[src/rtl/aca_err_monitor.sv]
// Error-characterisation monitor for 8-bit approximate adders: compares each approximate sum
// against the exact sum and reports per-window error count, distance sum and maximum distance.
module aca_err_monitor #(
  parameter int unsigned W       = 8,
  parameter int unsigned SAMPLES = 256,
  parameter int unsigned CW      = $clog2(SAMPLES + 1)
) (
  input  logic            clk,
  input  logic            rst,
  input  logic            clear,
  input  logic            in_valid,
  output logic            in_ready,
  input  logic [W-1:0]    a,
  input  logic [W-1:0]    b,
  input  logic [W:0]      approx_sum,
  output logic            res_valid,
  input  logic            res_ready,
  output logic [CW-1:0]   err_count,
  output logic [W+CW:0]   ed_sum,
  output logic [W:0]      ed_max
);

  localparam logic [0:0]    ST_ACCUM   = 1'b0;
  localparam logic [0:0]    ST_REPORT  = 1'b1;
  localparam logic [CW-1:0] LP_SAMPLES = CW'(SAMPLES);
  localparam logic [CW-1:0] LP_LAST    = CW'(SAMPLES - 1);

  logic [0:0]    r_state;
  logic [CW-1:0] r_acc_cnt;
  logic [CW-1:0] r_proc_cnt;
  logic          r_s1_valid;
  logic [W:0]    r_s1_ed;
  logic          r_s1_err;
  logic [CW-1:0] r_err_count;
  logic [W+CW:0] r_ed_sum;
  logic [W:0]    r_ed_max;

  logic [W:0]    w_exact;
  logic [W:0]    w_ed;
  logic          w_accept;
  logic          w_drain;
  logic          w_last;

  // Operands are widened before the add so the carry-out is kept.
  assign w_exact  = {1'b0, a} + {1'b0, b};
  assign w_ed     = (w_exact >= approx_sum) ? (w_exact - approx_sum) : (approx_sum - w_exact);

  assign in_ready = (r_state == ST_ACCUM) && (r_acc_cnt < LP_SAMPLES);
  assign w_accept = in_valid && in_ready;
  assign w_drain  = res_valid && res_ready;
  assign w_last   = r_s1_valid && (r_proc_cnt == LP_LAST);

  assign res_valid = (r_state == ST_REPORT);
  assign err_count = r_err_count;
  assign ed_sum    = r_ed_sum;
  assign ed_max    = r_ed_max;

  always_ff @(posedge clk or posedge rst) begin
    if (rst) begin
      r_state     <= ST_ACCUM;
      r_acc_cnt   <= '0;
      r_proc_cnt  <= '0;
      r_s1_valid  <= 1'b0;
      r_s1_ed     <= '0;
      r_s1_err    <= 1'b0;
      r_err_count <= '0;
      r_ed_sum    <= '0;
      r_ed_max    <= '0;
    end else if (clear || w_drain) begin
      r_state     <= ST_ACCUM;
      r_acc_cnt   <= '0;
      r_proc_cnt  <= '0;
      r_s1_valid  <= 1'b0;
      r_s1_ed     <= '0;
      r_s1_err    <= 1'b0;
      r_err_count <= '0;
      r_ed_sum    <= '0;
      r_ed_max    <= '0;
    end else begin
      r_s1_valid <= w_accept;
      if (w_accept) begin
        r_s1_ed   <= w_ed;
        r_s1_err  <= |w_ed;
        r_acc_cnt <= r_acc_cnt + 1'b1;
      end
      // Stage 2: fold the registered sample into the window statistics.
      if (r_s1_valid) begin
        r_ed_sum    <= r_ed_sum + {{CW{1'b0}}, r_s1_ed};
        r_err_count <= r_err_count + CW'(r_s1_err);
        if (r_s1_ed > r_ed_max) begin
          r_ed_max <= r_s1_ed;
        end
        r_proc_cnt <= r_proc_cnt + 1'b1;
        if (w_last) begin
          r_state <= ST_REPORT;
        end
      end
    end
  end

endmodule

[config.mk]
export PLATFORM = sky130hd
export DESIGN_NAME = aca_err_monitor
export DESIGN_NICKNAME = d
export VERILOG_FILES = /design/src/rtl/aca_err_monitor.sv
export SDC_FILE = /design/constraint.sdc
export NUM_CORES = 1
export LEC_CHECK = 0
export CAP_MARGIN = 20
export CORE_MARGIN = 10
export CORE_UTILIZATION = 45
export CTS_CLUSTER_DIAMETER = 40
export CTS_CLUSTER_SIZE = 20
export DETAILED_ROUTE_END_ITERATION = 10
export DONT_BUFFER_PORTS = 1
export GPL_TIMING_DRIVEN = 0
export SYNTH_ARGS = -nofsm -noshare
export SYNTH_HDL_FRONTEND = slang
export SYNTH_SLANG_ARGS = --single-unit
[constraint.sdc]
create_clock -name clk -period 2.15 [get_ports clk]
set_clock_uncertainty 0.1 [all_clocks]
set_input_delay 0.215 -clock clk [delete_from_list [all_inputs] [get_ports clk]]
set_output_delay 0.215 -clock clk [all_outputs]
set_load 0.02 [all_outputs]
=== Word-level counts from Yosys, hierarchy flattened ===
Index checks and enable logic that the tools add are counted.

* Input port bits: 30
* Register bits after elaboration: 66
* Output and inout port bits: 38
* Word-level logic and storage cells: 53

* Multiplexer cells: 20
* Equality and inequality tests: 1
* Order comparisons: 3
* Reduce and logical (&&, ||, !) cells: 12
* Bitwise operators: 1
* Add/subtract/negate cells: 7

{| class="wikitable"
|+ Operators with widths
! cell !! count
|-
| $mux W9 || 12
|-
| $mux W18 || 2
|-
| $add A18 B9 Y18 || 1
|-
| $add A9 B1 Y9 const B || 2
|-
| $sub A9 B9 Y9 || 2
|-
| $add A8 B8 Y9 || 1
|-
| $add A9 B1 Y9 || 1
|-
| $eq A9 B8 Y1 const B || 1
|-
| $ge A9 B9 Y1 || 1
|-
| $gt A9 B9 Y1 || 1
|-
| $lt A9 B9 Y1 const B || 1
|-
| $reduce_or A9 Y1 || 1
|-
| $reduce_bool A2 Y1 || 4
|-
| $mux W1 || 6
|-
| $logic_and A1 B1 Y1 || 4
|-
| $reduce_and A2 Y1 || 2
|-
| $logic_or A1 B1 Y1 || 1
|-
| $not A1 Y1 || 1
|}

=== Logic depth before layout (Yosys ltp) ===
Gate-level depths: netlist (run 1).

* Depth in word-level cells: 6
* Depth in mapped cells: 18
* Mapped depth without buffers: 17

=== Worst setup path after synthesis (run 1) ===
Ideal clock, no wire load.

* Kind: input to register
* Start point: in a[0]
* End point: reg r_s1_err
* Stages on the path: 17
* Required time: 1.918 ns
* Path buffers: 2
* Slack: -1.435 ns
* Setup time: 0.132 ns
* Arrival: 3.353 ns
* Path through: ha_1 fa_1 a21o_1 a21oi_1 o21bai_1 a21oi_1 xnor2_1 ha_1 buf_6 a211oi_2 nor2_1 a211oi_4 buf_6 mux2i_1 xor2_1 nor4b_2 a31oi_1

* Cells in the longest elaborated chain, start to end: 6
* Elaborated cells on any way between the ends: 8
* Those cells by class: add/sub (3); order compare (1); mux (3); reduce/logical (1)

{| class="wikitable"
|+ Ends and longest elaborated chain
! element !! line !! text
|-
| start, declared || 13 || <nowiki>input logic [W-1:0] a,</nowiki>
|-
| $add A8 B8 Y9 (*) || 45 || <nowiki>assign w_exact = {1'b0, a} + {1'b0, b};</nowiki>
|-
| $sub A9 B9 Y9 or $ge A9 B9 Y1 (tied branches) || 46 || <nowiki>assign w_ed = (w_exact >= approx_sum) ? (w_exact - approx_sum) : (approx_sum - w_exact);</nowiki>
|-
| $mux W9 (*) || 46 ||
|-
| $reduce_or A9 Y1 (*) || 83 || <nowiki>r_s1_err <= |w_ed;</nowiki>
|-
| $mux W1 (*) || 81 || <nowiki>if (w_accept) begin</nowiki>
|-
| $mux W1 (*) || 69 || <nowiki>end else if (clear || w_drain) begin</nowiki>
|-
| end signal, assigned || 83 ||
|-
| end, declared || 33 || <nowiki>logic r_s1_err;</nowiki>
|}

Mark *: on every way between the ends. The rest lies on a longest branch, timed or not. The select of a mux whose other input is x is not followed.
A chain may end at the register's enable or synchronous reset.

=== Worst setup path in the final report (run 1) ===
Same ends and word-level chain as after synthesis.

==> results of run 1 <==
-- worst max-delay path, cell delays in order --
cell and delay (ps):
ha_4 140, fa_2 330, a21o_1 170, a21oi_2 150, o21bai_1 100, a21oi_2 200
xnor2_2 100, ha_1 310, buf_6 140, a211oi_4 210, nor2_2 90, a211oi_4 250
buf_6 170, mux2i_4 250, xor2_2 110, nor4b_2 280, a31oi_1 110
-- what timing repair did --
action                                 CTS  global route
gates resized for setup                 19            32
endpoints found under the hold margin   32             0
pin swaps                               22            17
setup endpoints to repair               33            37
cloned                                   1             0
buffers inserted                        13             5
hold buffers                             2             0
-- kinds of logic (layout without fill, tap and decap cells) --
| group | count (synthesis) | after routing | share of synthesized area |
|---|---|---|---|
| xor gates and xnor gates | 47 | 47 | 0.0888 |
| DFF | 66 | 66 | 0.356 |
| adders and majority gates | 53 | 53 | 0.149 |
| buffers and inverters | 56 | 92 | 0.0518 |
| and+or+nand+nor | 164 | 164 | 0.168 |
| muxes | 24 | 24 | 0.0518 |
| AOI/OAI and AO/OA | 100 | 101 | 0.134 |
-- path summary, 6_finish.rpt --
path                            cells after the start       endpoint     startpoint  slack (ps)
worst min register to register                      2  r_proc_cnt[6]  r_proc_cnt[6]         440
max in group asynchronous                           3      ed_max[1]            rst         990
min in group asynchronous                           2  r_proc_cnt[3]            rst         320
worst max register to register                      9     ed_sum[16]      ed_sum[0]        -180
worst min-delay path                                4     r_s1_ed[0]       in_valid         190
worst max-delay path                               17       r_s1_err           a[0]       -1050
-- metal layers --
layer | vias up | routed length (um)
met5 | - | 0
met4 | 0 | 173
met3 | 11 | 725
met2 | 75 | 5400
met1 | 1742 | 4640
li1 | 1822 | -
-- layout by cell type, fill, tap and decap left out, drive strengths merged, types with 3 or more instances in the layout --
master  instances
a211oi         12
o21ai          24
nand2          44
dfrtp          66
xor2           20
nand3b          3
a21oi          35
and3            7
nand2b          4
a21boi          3
ha             49
xnor2          27
nor2b           7
clkbuf         21
mux2i          24
or3             5
nor2           60
a31oi           6
buf            29
nand3           9
o21bai          5
inv            36
a21o           11
nand4          11
nor4            3
fa              4
nor3            3
-- sequential cells by signal, summed over array words and instances, names as in the netlist --
name	flops
ed_max	9
ed_sum	18
err_count	9
r_acc_cnt	9
r_proc_cnt	9
r_s1_ed	9
r_s1_err	1
r_s1_valid	1
res_valid	1
-- where the power goes --
group,internal (mW),leakage [nW],switching [mW]
sequential,1.30,0.893,0.123
combinational,0.714,1.48,0.783
clock,0.597,0.0986,0.488
-- final cells by class --
type,instances,share of cell area
clock inverter,4,0.00913
sequential,66,0.303
multi-input combinational,389,0.553
buffer,19,0.0189
inverter,36,0.0246
clock buffer,12,0.0283
timing repair buffer,21,0.0319
tap,136,0.0310
-- metrics by stage --
step | hold slack (ps) | TNS, ps | area, sq um | utilization | power, mW
after floorplan | 288 | -9100 | 4720 | - | 2.38
after global placement | 362 | -51280 | 4890 | 0.480 | 2.60
after detailed placement | 150 | -15790 | 4910 | 0.482 | 2.63
after CTS | 195 | -9100 | 5300 | 0.520 | 3.85
after global routing | 261 | -12110 | 5480 | 0.538 | 4.27
final | 191 | -9190 | 5480 | 0.538 | 4.01
-- synth_stat cells, types with 10 or more instances --
library cell	number
dfrtp_1	66
nor2_1	60
ha_1	49
nand2_1	44
inv_1	36
a21oi_1	35
xnor2_1	27
mux2i_1	24
o21ai_0	23
xor2_1	20
nand4_1	11
a211oi_1	10
==> out/metrics.yaml, run 1 <==
global_route:
  grt_pass1_vias: 3623
  antenna_found_initial: 0
  met1_usage: 0.176
  grt_max_degree: 36
  grt_usage: 0.152
  overflow: 0
  use_met3: 0.0475
  grt_pass1_wl_um: 18000
  grtUsageMet2: 0.255
  grt-busiest-layer: "met2"
synth:
  ys_seq_area_frac: 0.356
  synth_area_leader_cell: "dfrtp_1"
  yosys_register_bits: 66
  syn_inst: 510
  syn_nets: 593
  synth_area_leaders: "dfrtp_1 36%, ha_1 13%, mux2i_1 5.2%"
  synth_top_area_frac: 0.356
  synthArstFlopShare: 1.00
  syn_area_per_cell_sq_um: 9.09
  yosysWarnings: 0
  synth_area_sq_mm: 0.00464
  ys.flop_type: "dfrtp_1"
  synth_edf_count: 0
  post_synth_num_cell_types: 44
outcome:
  status: "complete, but fails checks"
  violations: "negative setup slack"
timing:
  post-route-period-util: 1.49
  tightest_slew_ps: 690
  relSlewSlack: 0.540
  slew_violations: 0
  rsz0062_at_grt: "true"
  hold_violations: 0
  fmax_mhz: 312
  period_needed_ps: 3200
  timing.final.ws_setup_ps: -1050
  finalSetupViolCount: 23
drt:
  drt.antenna.violating_nets: 0
  drtIter0Drc: 171
  routed_via_density: 5.34
  route.detailed.wl_per_inst_um: 16.0
  routed_wl_um: 10900
  via_count: 3650
  drc: 0
  first_pass_iters: 4
power:
  pwr_density_cell_mw_per_mm2: 731
  power.leakage_nw: 2.47
  max-vdd-ir-drop_mv: 0.291
setup_path:
  start_kind: "primary input"
  cp_max_fo: 5
  worstPathRequired_ps: 2280
  cp.arrival_ps: 3340
  crit_type: "primary input to flip-flop"
  end_kind: "flip-flop"
die:
  die_y_um: 122
  row_count: 37
  ios: 68
  core_sq_mm: 0.0102
  start_util: 0.455
  dieArea_sq_mm: 0.0148
  die_w_um: 122
cts:
  path_clk_slew_ps: 70
  cts.path.max_buffers: 2
  cts.sinks: 66
  clk_latency_ps: 350
  cts_buffers: 9
  clockRootBuffer: "clkbuf_8"
  cts_max_level: 3
  cts_tree: "built"
finish:
  finalNonFillerCells: 683
  antenna_cells: 0
  multi_input_area_sq_mm: 0.00303
  register_area_sq_mm: 0.00166
  syn_to_final_growth_pct: 18.2
  nFillCells: 950
  drive_gt1_frac: 0.181
  finalNetCount: 625
place:
  placed_cells: 647
  place_ws_ps: -1580
  hpwl_um: 8250
  portBuffers: 0
  gp_congestion: 0.821
job:
  maxCapViolations: 0
hold_path:
  hold_path_class: "primary input to flip-flop"
No activity file was read; power rests on OpenSTA's default activity.
==> run 2, diff against run 1 <==
--- a/config.mk
+++ b/config.mk
@@ -6,6 +6,7 @@
 export NUM_CORES = 1
 export LEC_CHECK = 0
 export CAP_MARGIN = 20
+export CORE_ASPECT_RATIO = 1.1
 export CORE_MARGIN = 10
 export CORE_UTILIZATION = 45
 export CTS_CLUSTER_DIAMETER = 40
@@ -13,6 +14,7 @@
 export DETAILED_ROUTE_END_ITERATION = 10
 export DONT_BUFFER_PORTS = 1
 export GPL_TIMING_DRIVEN = 0
+export REMOVE_ABC_BUFFERS = 1
 export SYNTH_ARGS = -nofsm -noshare
 export SYNTH_HDL_FRONTEND = slang
 export SYNTH_SLANG_ARGS = --single-unit
==> out/metrics.yaml, run 2 (same netlist as run 1, synthesis figures left out) <==
outcome:
  status: "complete, but fails checks"  # unchanged
  violations: "negative setup slack"  # unchanged
finish:
  final_common_cell: "nor2_1"  # was dfrtp_1
  nFillCells: 903  # was 950
  register_area_sq_mm: 0.00167  # was 0.00166 sq mm
  multi_input_area_sq_mm: 0.00306  # was 0.00303 sq mm
  syn_to_final_growth_pct: 17.9  # was 18.2%
  largest_register_ffs: 18  # unchanged
  layout_common_cells: "57 x nor2_1, 55 x dfrtp_1, 43 x nand2_1"  # was 59 x dfrtp_1, 56 x nor2_1, 44 x nand2_1, 44 x ha_1, 34 x inv_1
  finalNetCount: 612  # was 625
  post-route-util: 0.548  # was 0.538
  antenna_cells: 0  # unchanged
  drive_gt1_frac: 0.197  # was 0.181
setup_path:
  start_kind: "primary input"  # unchanged
  cpMaxStageDelayCell: "fa_2"  # unchanged
  end_kind: "flip-flop"  # unchanged
  cp_cell_sequence: "ha_4 > fa_2 > a21o_1 > a21oi_2 > o21bai_1 > a21oi_2 > buf_4 > xnor2_4 > ha_4 > a211oi_2 > nor2_2 > a211oi_4 > buf_6 > mux2i_4 > xor2_2 > nor4b_2 > a31oi_1"  # was ha_4 > fa_2 > a21o_1 > a21oi_2 > o21bai_1 > a21oi_2 > xnor2_2 > ha_1 > buf_6 > a211oi_4 > nor2_2 > a211oi_4 > buf_6 > mux2i_4 > xor2_2 > nor4b_2 > a31oi_1
  slowest_delay_ps: 350  # was 330 ps
  cp_max_fo: 6  # was 5
  worstPathRequired_ps: 2260  # was 2280 ps
  crit_type: "primary input to flip-flop"  # unchanged
  cp.arrival_ps: 3310  # was 3340 ps
hold_path:
  hold_path_class: "primary input to flip-flop"  # unchanged
timing:
  hold_violations: 0  # unchanged
  tightest_slew_ps: 880  # was 690 ps
  fmax_mhz: 312  # about the same
  timing.final.ws_setup_ps: -1050  # about the same
  relSlewSlack: 0.414  # was 0.540
  slew_violations: 0  # unchanged
  post-route-period-util: 1.49  # about the same
  hold_ws_ps: 19.5  # was 191 ps
  rsz0062_at_grt: "true"  # unchanged
  finalSetupViolCount: 23  # unchanged
  period_needed_ps: 3200  # about the same
  tns_ps: -8980  # was -9190 ps
global_route:
  antenna_found_initial: 0  # unchanged
  overflow: 0  # unchanged
  grt_usage: 0.147  # was 0.152
  grt_pass1_vias: 3707  # was 3,623
  grt_pass1_wl_um: 17700  # was 18,000 um
  grt_max_degree: 67  # was 36
cts:
  clk_latency_ps: 340  # was 350 ps
  clockRootBuffer: "clkbuf_8"  # unchanged
  cts.sinks: 66  # unchanged
  path_clk_slew_ps: 70  # about the same
  cts_tree: "built"  # unchanged
  cts_buffers: 9  # unchanged
  cts.path.max_buffers: 2  # unchanged
  cts_max_level: 3  # unchanged
die:
  core_sq_mm: 0.00998  # was 0.0102 sq mm
  dieArea_sq_mm: 0.0148  # about the same
  row_count: 38  # was 37
  ios: 68  # unchanged
  start_util: 0.465  # was 0.455
  die_w_um: 117  # was 122 um
  die_y_um: 126  # was 122 um
power:
  pwr_density_cell_mw_per_mm2: 747  # was 731 mW/mm^2
  power.leakage_nw: 2.46  # was 2.47 nW
  max-vdd-ir-drop_mv: 0.298  # was 0.291 mV
drt:
  via_count: 3676  # was 3,650
  drtIter0Drc: 176  # was 171
  routed_wl_um: 11000  # was 10,900 um
  drc: 0  # unchanged
  routed_via_density: 5.62  # was 5.34
  drt.antenna.violating_nets: 0  # unchanged
  route.detailed.wl_per_inst_um: 16.8  # was 16.0 um
  first_pass_iters: 4  # unchanged
job:
  maxCapViolations: 0  # unchanged
place:
  gp_congestion: 0.864  # was 0.821
  portBuffers: 0  # unchanged
  hpwl_um: 7660  # was 8250 um
[run 2: changes by cell type in the layout (fill, tap and decap cells not counted), sizes merged]
cell / before / now
clkinvlp: 2 / 1
and2: 2 / 3
clkbuf: 21 / 11
bufinv: 1 / 2
clkinv: 1 / 2
dlygate4sd3: 2 / 1
buf: 29 / 25
[run 2: stage by stage]
stage | total power, mW | setup slack, ps | area (sq um) | std cells
2_1_floorplan | 2.31 | -1470 | 4530 | 490
3_3_place_gp | 2.51 | -1850 | 4680 | 610
3_5_place_dp | 2.55 | -1960 | 4730 | 613
4_1_cts | 4.00 | -944 | 5360 | 651
5_1_grt | 4.34 | -1200 | 5470 | 654
6_report | 4.08 | -1050 | 5470 | 654
[run 2: worst paths after layout]
kind	from	end	slack (ps)	cells after the start
min reg2reg	r_acc_cnt[6]	r_acc_cnt[6]	450	2
max	a[0]	r_s1_err	-1050	17
max reg2reg	ed_sum[0]	ed_sum[16]	-160	9
max in group asynchronous	rst	r_s1_ed[1]	930	2
min	in_valid	r_s1_valid	20	2
min in group asynchronous	rst	err_count[8]	400	2
[run 2: what timing repair did]
action | in CTS | in global routing
pin swaps | 27 | 18
endpoints found under the setup margin | 40 | 32
buffers inserted | 19 | 4
resized for setup | 56 | 25
hold endpoints to repair | 66 | 0
hold buffers | 1 | 0
gates cloned | 2 | 1
[run 2: worst max-delay path: cells and delay by family]
kind | cells | cell delay, ps
xor gates and xnor gates | 2 | 230
muxes | 1 | 250
buffers and inverters | 2 | 320
and+or+nand+nor | 2 | 350
AOI/OAI and AO/OA | 7 | 1220
adders and majority gates | 3 | 740
[run 2: per-layer routing]
metal	part of all wire	vias up	GRT usage
met1	0.40	1799	0.158
met2	0.53	76	0.260
met5	0	-	0
met4	0.015	0	0.0633
met3	0.059	9	0.0405
li1	-	1792	-
[run 2: area by class of cell]
cell class / count / area share
inverter: 36 / 0.0252
tap: 120 / 0.0275
multi-input combinational: 390 / 0.560
clock inverter: 5 / 0.0142
clock buffer: 11 / 0.0259
timing repair buffer: 26 / 0.0426
sequential: 66 / 0.305
[run 2: power by group]
part / internal, mW / switching, mW
Combinational: 0.719 / 0.780
Clock: 0.681 / 0.470
Sequential: 1.31 / 0.128
Total: 2.71 / 1.38
